### src/rtl/rgb_pwm_fader.sv
// rtl/rgb_pwm_fader.sv - RGB PWM generator with linear colour fades
//
// Purpose: drives the three SB_RGBA_DRV PWM inputs. A target colour is taken
// over a valid/ready handshake and every channel ramps one LSB per STEP_DIV
// clocks toward it. Duty updates are applied only at PWM period boundaries,
// so the LED outputs never glitch.
//
// Build option: define RGB_PWM_FADER_GAMMA_EN to pass each channel through
// a square-law gamma map (c*(c+1) >> PWM_BITS) before it reaches the
// comparator. Without it, the duty equals the current channel value.
//
// Ports:
//   hw_clk      clock, all logic on posedge
//   rst         synchronous active-high reset
//   tgt_valid   target colour offered
//   tgt_ready   target can be accepted (IDLE and not in reset)
//   tgt_red     target red duty   [PWM_BITS]
//   tgt_blue    target blue duty  [PWM_BITS]
//   tgt_green   target green duty [PWM_BITS]
//   pwm_red     to RGB0PWM
//   pwm_blue    to RGB1PWM
//   pwm_green   to RGB2PWM
//   busy        fade in progress (FADE or DONE)
//   done        one-cycle pulse when all channels reached the target
module rgb_pwm_fader #(
  parameter int PWM_BITS = 8,
  parameter int STEP_DIV = 48000
) (
  input  logic                hw_clk,
  input  logic                rst,
  input  logic                tgt_valid,
  output logic                tgt_ready,
  input  logic [PWM_BITS-1:0] tgt_red,
  input  logic [PWM_BITS-1:0] tgt_blue,
  input  logic [PWM_BITS-1:0] tgt_green,
  output logic                pwm_red,
  output logic                pwm_blue,
  output logic                pwm_green,
  output logic                busy,
  output logic                done
);

  localparam int SW = (STEP_DIV > 1) ? $clog2(STEP_DIV) : 1;
  // Counter stops one short of all-ones so a full-scale duty is constant high.
  localparam logic [PWM_BITS-1:0] CNT_LAST  = PWM_BITS'((1 << PWM_BITS) - 2);
  localparam logic [SW-1:0]       STEP_LAST = SW'(STEP_DIV - 1);

  typedef enum logic [1:0] {
    S_IDLE = 2'd0,
    S_FADE = 2'd1,
    S_DONE = 2'd2
  } state_t;

  // Channel index: 0 = red, 1 = blue, 2 = green.
  state_t                       state_q, state_d;
  logic [2:0][PWM_BITS-1:0]     cur_q, cur_d;
  logic [2:0][PWM_BITS-1:0]     tgt_q, tgt_d;
  logic [SW-1:0]                step_cnt_q, step_cnt_d;
  logic [PWM_BITS-1:0]          pwm_cnt_q;
  logic [2:0][PWM_BITS-1:0]     duty_q;
  logic [2:0]                   pwm_q;

  function automatic logic [PWM_BITS-1:0] map_duty(input logic [PWM_BITS-1:0] c);
`ifdef RGB_PWM_FADER_GAMMA_EN
    logic [2*PWM_BITS-1:0] c_w;
    logic [2*PWM_BITS-1:0] prod;
    c_w  = {{PWM_BITS{1'b0}}, c};
    // c*(c+1) keeps full scale at full scale, unlike c*c.
    prod = c_w * (c_w + {{(2*PWM_BITS-1){1'b0}}, 1'b1});
    return prod[2*PWM_BITS-1:PWM_BITS];
`else
    return c;
`endif
  endfunction

  // One LSB toward the target; equal channels hold, so no overshoot or wrap.
  function automatic logic [PWM_BITS-1:0] step_toward(input logic [PWM_BITS-1:0] c,
                                                      input logic [PWM_BITS-1:0] t);
    if (c < t)      return c + PWM_BITS'(1);
    else if (c > t) return c - PWM_BITS'(1);
    else            return c;
  endfunction

  always_comb begin
    state_d    = state_q;
    cur_d      = cur_q;
    tgt_d      = tgt_q;
    step_cnt_d = step_cnt_q;
    tgt_ready  = 1'b0;
    busy       = 1'b0;
    done       = 1'b0;
    unique case (state_q)
      S_IDLE: begin
        tgt_ready = 1'b1;
        if (tgt_valid) begin
          tgt_d      = {tgt_green, tgt_blue, tgt_red};
          step_cnt_d = '0;
          state_d    = S_FADE;
        end
      end
      S_FADE: begin
        busy = 1'b1;
        // Equality is checked before stepping, so a no-op target still
        // passes through DONE one cycle later.
        if (cur_q == tgt_q) begin
          state_d = S_DONE;
        end else if (step_cnt_q == STEP_LAST) begin
          step_cnt_d = '0;
          for (int i = 0; i < 3; i++) begin
            cur_d[i] = step_toward(cur_q[i], tgt_q[i]);
          end
        end else begin
          step_cnt_d = step_cnt_q + SW'(1);
        end
      end
      S_DONE: begin
        busy    = 1'b1;
        done    = 1'b1;
        state_d = S_IDLE;
      end
      default: state_d = S_IDLE;
    endcase
    if (rst) tgt_ready = 1'b0;
  end

  always_ff @(posedge hw_clk) begin
    if (rst) begin
      state_q    <= S_IDLE;
      cur_q      <= '0;
      tgt_q      <= '0;
      step_cnt_q <= '0;
      pwm_cnt_q  <= '0;
      duty_q     <= '0;
      pwm_q      <= '0;
    end else begin
      state_q    <= state_d;
      cur_q      <= cur_d;
      tgt_q      <= tgt_d;
      step_cnt_q <= step_cnt_d;
      if (pwm_cnt_q == CNT_LAST) begin
        pwm_cnt_q <= '0;
        // Duty only changes at the wrap, so each period is whole.
        for (int i = 0; i < 3; i++) begin
          duty_q[i] <= map_duty(cur_q[i]);
        end
      end else begin
        pwm_cnt_q <= pwm_cnt_q + PWM_BITS'(1);
      end
      for (int i = 0; i < 3; i++) begin
        pwm_q[i] <= (pwm_cnt_q < duty_q[i]);
      end
    end
  end

  assign pwm_red   = pwm_q[0];
  assign pwm_blue  = pwm_q[1];
  assign pwm_green = pwm_q[2];

endmodule

### config.mk
export PLATFORM = sky130hd
export DESIGN_NAME = rgb_pwm_fader
export DESIGN_NICKNAME = d
export VERILOG_FILES = /design/src/rtl/rgb_pwm_fader.sv
export SDC_FILE = /design/constraint.sdc
export NUM_CORES = 1
export LEC_CHECK = 0
export ABC_AREA = 1
export ABC_CLOCK_PERIOD_IN_PS = 3050
export CAP_MARGIN = 40
export CELL_PAD_IN_SITES_DETAIL_PLACEMENT = 1
export CELL_PAD_IN_SITES_GLOBAL_PLACEMENT = 1
export CORE_ASPECT_RATIO = 1.5
export CORE_MARGIN = 5
export CORE_UTILIZATION = 44
export DETAILED_ROUTE_END_ITERATION = 10
export GPL_TIMING_DRIVEN = 0
export MAX_ROUTING_LAYER = met4
export PLACE_DENSITY = 0.89
export RECOVER_POWER = 50
export SLEW_MARGIN = 15
export SYNTH_ARGS = -nofsm -noshare
export SYNTH_HDL_FRONTEND = slang
export SYNTH_SLANG_ARGS = --single-unit
### constraint.sdc
create_clock -name hw_clk -period 3.05 [get_ports hw_clk]
set_clock_uncertainty 0.2 [all_clocks]
set_input_delay 0.4575 -clock hw_clk [delete_from_list [all_inputs] [get_ports hw_clk]]
set_output_delay 0.4575 -clock hw_clk [all_outputs]
set_load 0.01 [all_outputs]
==> metrics.md, run 1 <==
| Metric | Value |
|---|---|
| Run status | completed |
| Top cell type's share of synthesized area | 0.334 |
| Worst Path Arrival | 2.92 ns |
| Yosys synthesis warning count | 0 |
| Leak | 3.04 nW |
| Initial antenna violation count | 0 |
| CTS Buffer Depth | 2 |
| Starting density of the core | 0.448 |
| Die Span X | 106 um |
| Met1 WL | 6.46 mm |
| Area Growth Syn to Fin | 14.2% |
| Clock-pin transition on the worst setup and hold timing paths | 0.07 ns |
| Synthesized flop and latch total | 101 |
| Mapped Area | 6060 um2 |
| Via Count | 5,764 |
| CP Launch Type | register |
| PD cells | 578 nW/um2 |
| IO Pins | 33 |
| DR WL met3 | 492 um |
| Layout cells sized above 1 | 0.0651 |
| Crit end category | register |
| Placement Rows | 52 |
| Final Hold Viols | 0 |
| DRC | 0 |
| FMAX | 349 MHz |
| Non-filler cells, final | 1,068 |
| Uppermost layer routed | met4 |
| Final min period | 2.86 ns |
| DIE HEIGHT | 154 um |
| Root Driver | clkbuf_16 |
| Post-route ant nets | 0 |
| CP Max Fanout | 9 |
| Starting DRT DRC Count | 177 |
| Post-synthesis sequential area ratio | 0.334 |
| Max Cap Viol | 0 |
| Pins Over Slew Limit | 0 |
| Worst min path class | reg2reg |
| Placed cell count | 1,045 |
| Post-CTS Hold Buffers | 0 |
| WL met2 | 9.32 mm |
| Worst vdd ir | 0.263 mV |
| CTS Buf Count | 9 |
| Buffers on Ports | 31 |
| Final net count | 1,001 |
| Core area | 13,500 um2 |
| Syn Nets | 952 |
| Number of clock sinks | 101 |
| Critical path required time | 3.11 ns |
| Clock latency at the later pin of the worst-skew pair | 0.35 ns |
| Largest net degree at the start of global routing | 18 |
| DP HPWL | 13.2 mm |
| Largest cells by area after synthesis | dfxtp_1, ha_1, nand2_1, a21oi_1, nor2_1 |
| Count of cell types in the netlist | 33 |
| Final wirelength | 17.0 mm |
| Setup CP Type | reg2reg |
| Gr ovfl total | 0 |
| GRT Overall Usage | 0.221 |
| Pre-antenna DRT Iters | 4 |
| CTS tree | yes |
| Syn Area/Cell | 7.11 um2 |
| Via-to-Cell Ratio | 5.40 |
| RePlAce Congestion | 0.913 |
| Htree depth | 3 |
| Avg WL per Cell | 15.9 um |
| Final setup viols | 0 |
| Vias in the first global route | 6,011 |
| Final Cycle Share | 0.939 |
| Actual slew at the worst max-slew pin | 0.643 ns |
| # diodes | 0 |
| Setup TNS | 0 ns |
| Cell taking the most area after synthesis | dfxtp_1 |
| Die area | 16,300 um2 |
| Slew HR | 0.571 |
| Syn Inst Count | 852 |
| First-pass GRT wire length | 28.1 mm |
| Final core utilization | 0.511 |
[layer usage]
layer,vias to the layer above,global-route usage
li1,2883,-
met2,93,0.422
met3,41,0.0289
met5,-,-
met4,0,0.102
met1,2747,0.218
[per-stage QoR]
| stage | instance area, um2 | setup slack (ns) | hold slack (ns) | total power, mW |
|---|---|---|---|---|
| after global placement | 6570 | 0.180 | 0.238 | 2.79 |
| after detailed placement | 6570 | 0.0825 | 0.242 | 2.86 |
| after global routing | 6920 | -0.0267 | 0.286 | 4.29 |
| after CTS | 6850 | 0.00888 | 0.252 | 3.97 |
| final | 6920 | 0.187 | 0.248 | 4.00 |
| after floorplan | 6060 | 0.495 | 0.224 | 2.43 |
[worst paths after layout]
kind,startpoint,endpoint,slack (ns),cells after the start
setup / recovery,cur_q[5]$_SDFFE_PP0P_,cur_q[7]$_SDFFE_PP0P_,0.19,15
hold / removal,duty_q[8]$_SDFFE_PP0P_,duty_q[8]$_SDFFE_PP0P_,0.25,2
setup reg to reg,cur_q[5]$_SDFFE_PP0P_,cur_q[7]$_SDFFE_PP0P_,0.19,15
hold reg to reg,duty_q[8]$_SDFFE_PP0P_,duty_q[8]$_SDFFE_PP0P_,0.25,2
[cells in the mapped netlist (all sizes together)]
master    n
nand2   148
nor2    119
inv     109
dfxtp   101
a21oi    95
o21ai    85
ha       70
nand3    37
clkbuf   19
nand4    13
nor3     13
xor2     10
or2       6
nor3b     5
xnor2     5
a21o      3
buf       3
clkinv    3
fa        3
o21bai    2
a31o      1
and2      1
o21a      1
[power breakdown]
group	leakage, nW	total [mW]	internal [mW]	switching (mW)
Sequential	0.823	1.48	1.43	0.0479
Clock	0.131	1.10	0.561	0.539
Combinational	2.08	1.42	0.515	0.904
Total	3.04	4.00	2.51	1.49
[timing repair]
| action | 4_1_cts | 5_1_grt |
|---|---|---|
| buffers inserted | 0 | 6 |
| gates resized for setup | 0 | 10 |
| endpoints found under the setup margin | 0 | 8 |
[kinds of logic (layout without fill, tap and decap cells)]
logic type	Yosys count	in the layout	share of synthesized area
xor+xnor	15	15	0.0217
simple gates	342	343	0.246
compound gates	187	187	0.158
flops	101	101	0.334
fa+ha+maj	73	73	0.154
buf+inv	134	187	0.0861
[layout make-up]
class                           count  area, um2
Multi-Input combinational cell    618       3530
Sequential cell                   101       2030
Inverter                          112        435
Buffer                             22       86.3
Tap cell                          162        203
Clock inverter                      6       48.8
Timing Repair Buffer               37        355
Fill cell                        1795       6620
Clock buffer                       10        229
[flip-flops by register name, summed over array words and instances, names as in the netlist]
signal	flops
cur_q	24
duty_q	24
tgt_q	24
step_cnt_q	16
pwm_cnt_q	8
pwm_q	3
state_q	2
[worst max-delay path: stages (launching register included)]
cell	delay, ns
dfxtp_2	0.35
ha_1	0.31
a21oi_1	0.15
nor2_1	0.07
nor2_2	0.14
nand2_2	0.17
ha_1	0.35
or2_2	0.28
nand2_1	0.14
nor2_1	0.06
nor2_1	0.12
nand3_1	0.10
nand4_1	0.13
nand2_1	0.07
nand2_1	0.08
nor2_1	0.04
[cell usage in the layout (no fill, tap or decap), types with 2 or more instances in the layout]
master / netlist / final
nor2_1: 117 / 115
nand4_1: 13 / 13
a21o_1: 3 / 3
nor2_2: 1 / 3
xor2_1: 10 / 10
dfxtp_2: 0 / 5
nand3_1: 35 / 35
nor3b_2: 3 / 3
xnor2_1: 5 / 5
buf_2: 3 / 3
nand2_1: 143 / 141
fa_1: 3 / 3
a21oi_1: 95 / 95
dfxtp_1: 101 / 96
nand2_4: 3 / 3
o21bai_1: 2 / 2
clkbuf_16: 0 / 9
clkinvlp_4: 0 / 2
clkbuf_1: 19 / 20
nand2_2: 2 / 5
or2_2: 6 / 6
nand3_2: 2 / 2
inv_1: 108 / 108
clkinv_4: 3 / 5
ha_1: 70 / 70
nor3b_1: 2 / 2
buf_4: 0 / 6
o21ai_1: 7 / 7
dlygate4sd3_1: 0 / 4
clkdlybuf4s50_1: 0 / 27
nor3_1: 12 / 12
o21ai_0: 77 / 77
Power figures use the tool's default switching activity.
==> inputs of run 2 (changes only) <==
--- a/config.mk
+++ b/config.mk
@@ -6,7 +6,6 @@
 export NUM_CORES = 1
 export LEC_CHECK = 0
 export ABC_AREA = 1
-export ABC_CLOCK_PERIOD_IN_PS = 3050
 export CAP_MARGIN = 40
 export CELL_PAD_IN_SITES_DETAIL_PLACEMENT = 1
 export CELL_PAD_IN_SITES_GLOBAL_PLACEMENT = 1
==> results of run 2 <==
Same layout as run 1: the final DEF is identical, and so are final timing and power.
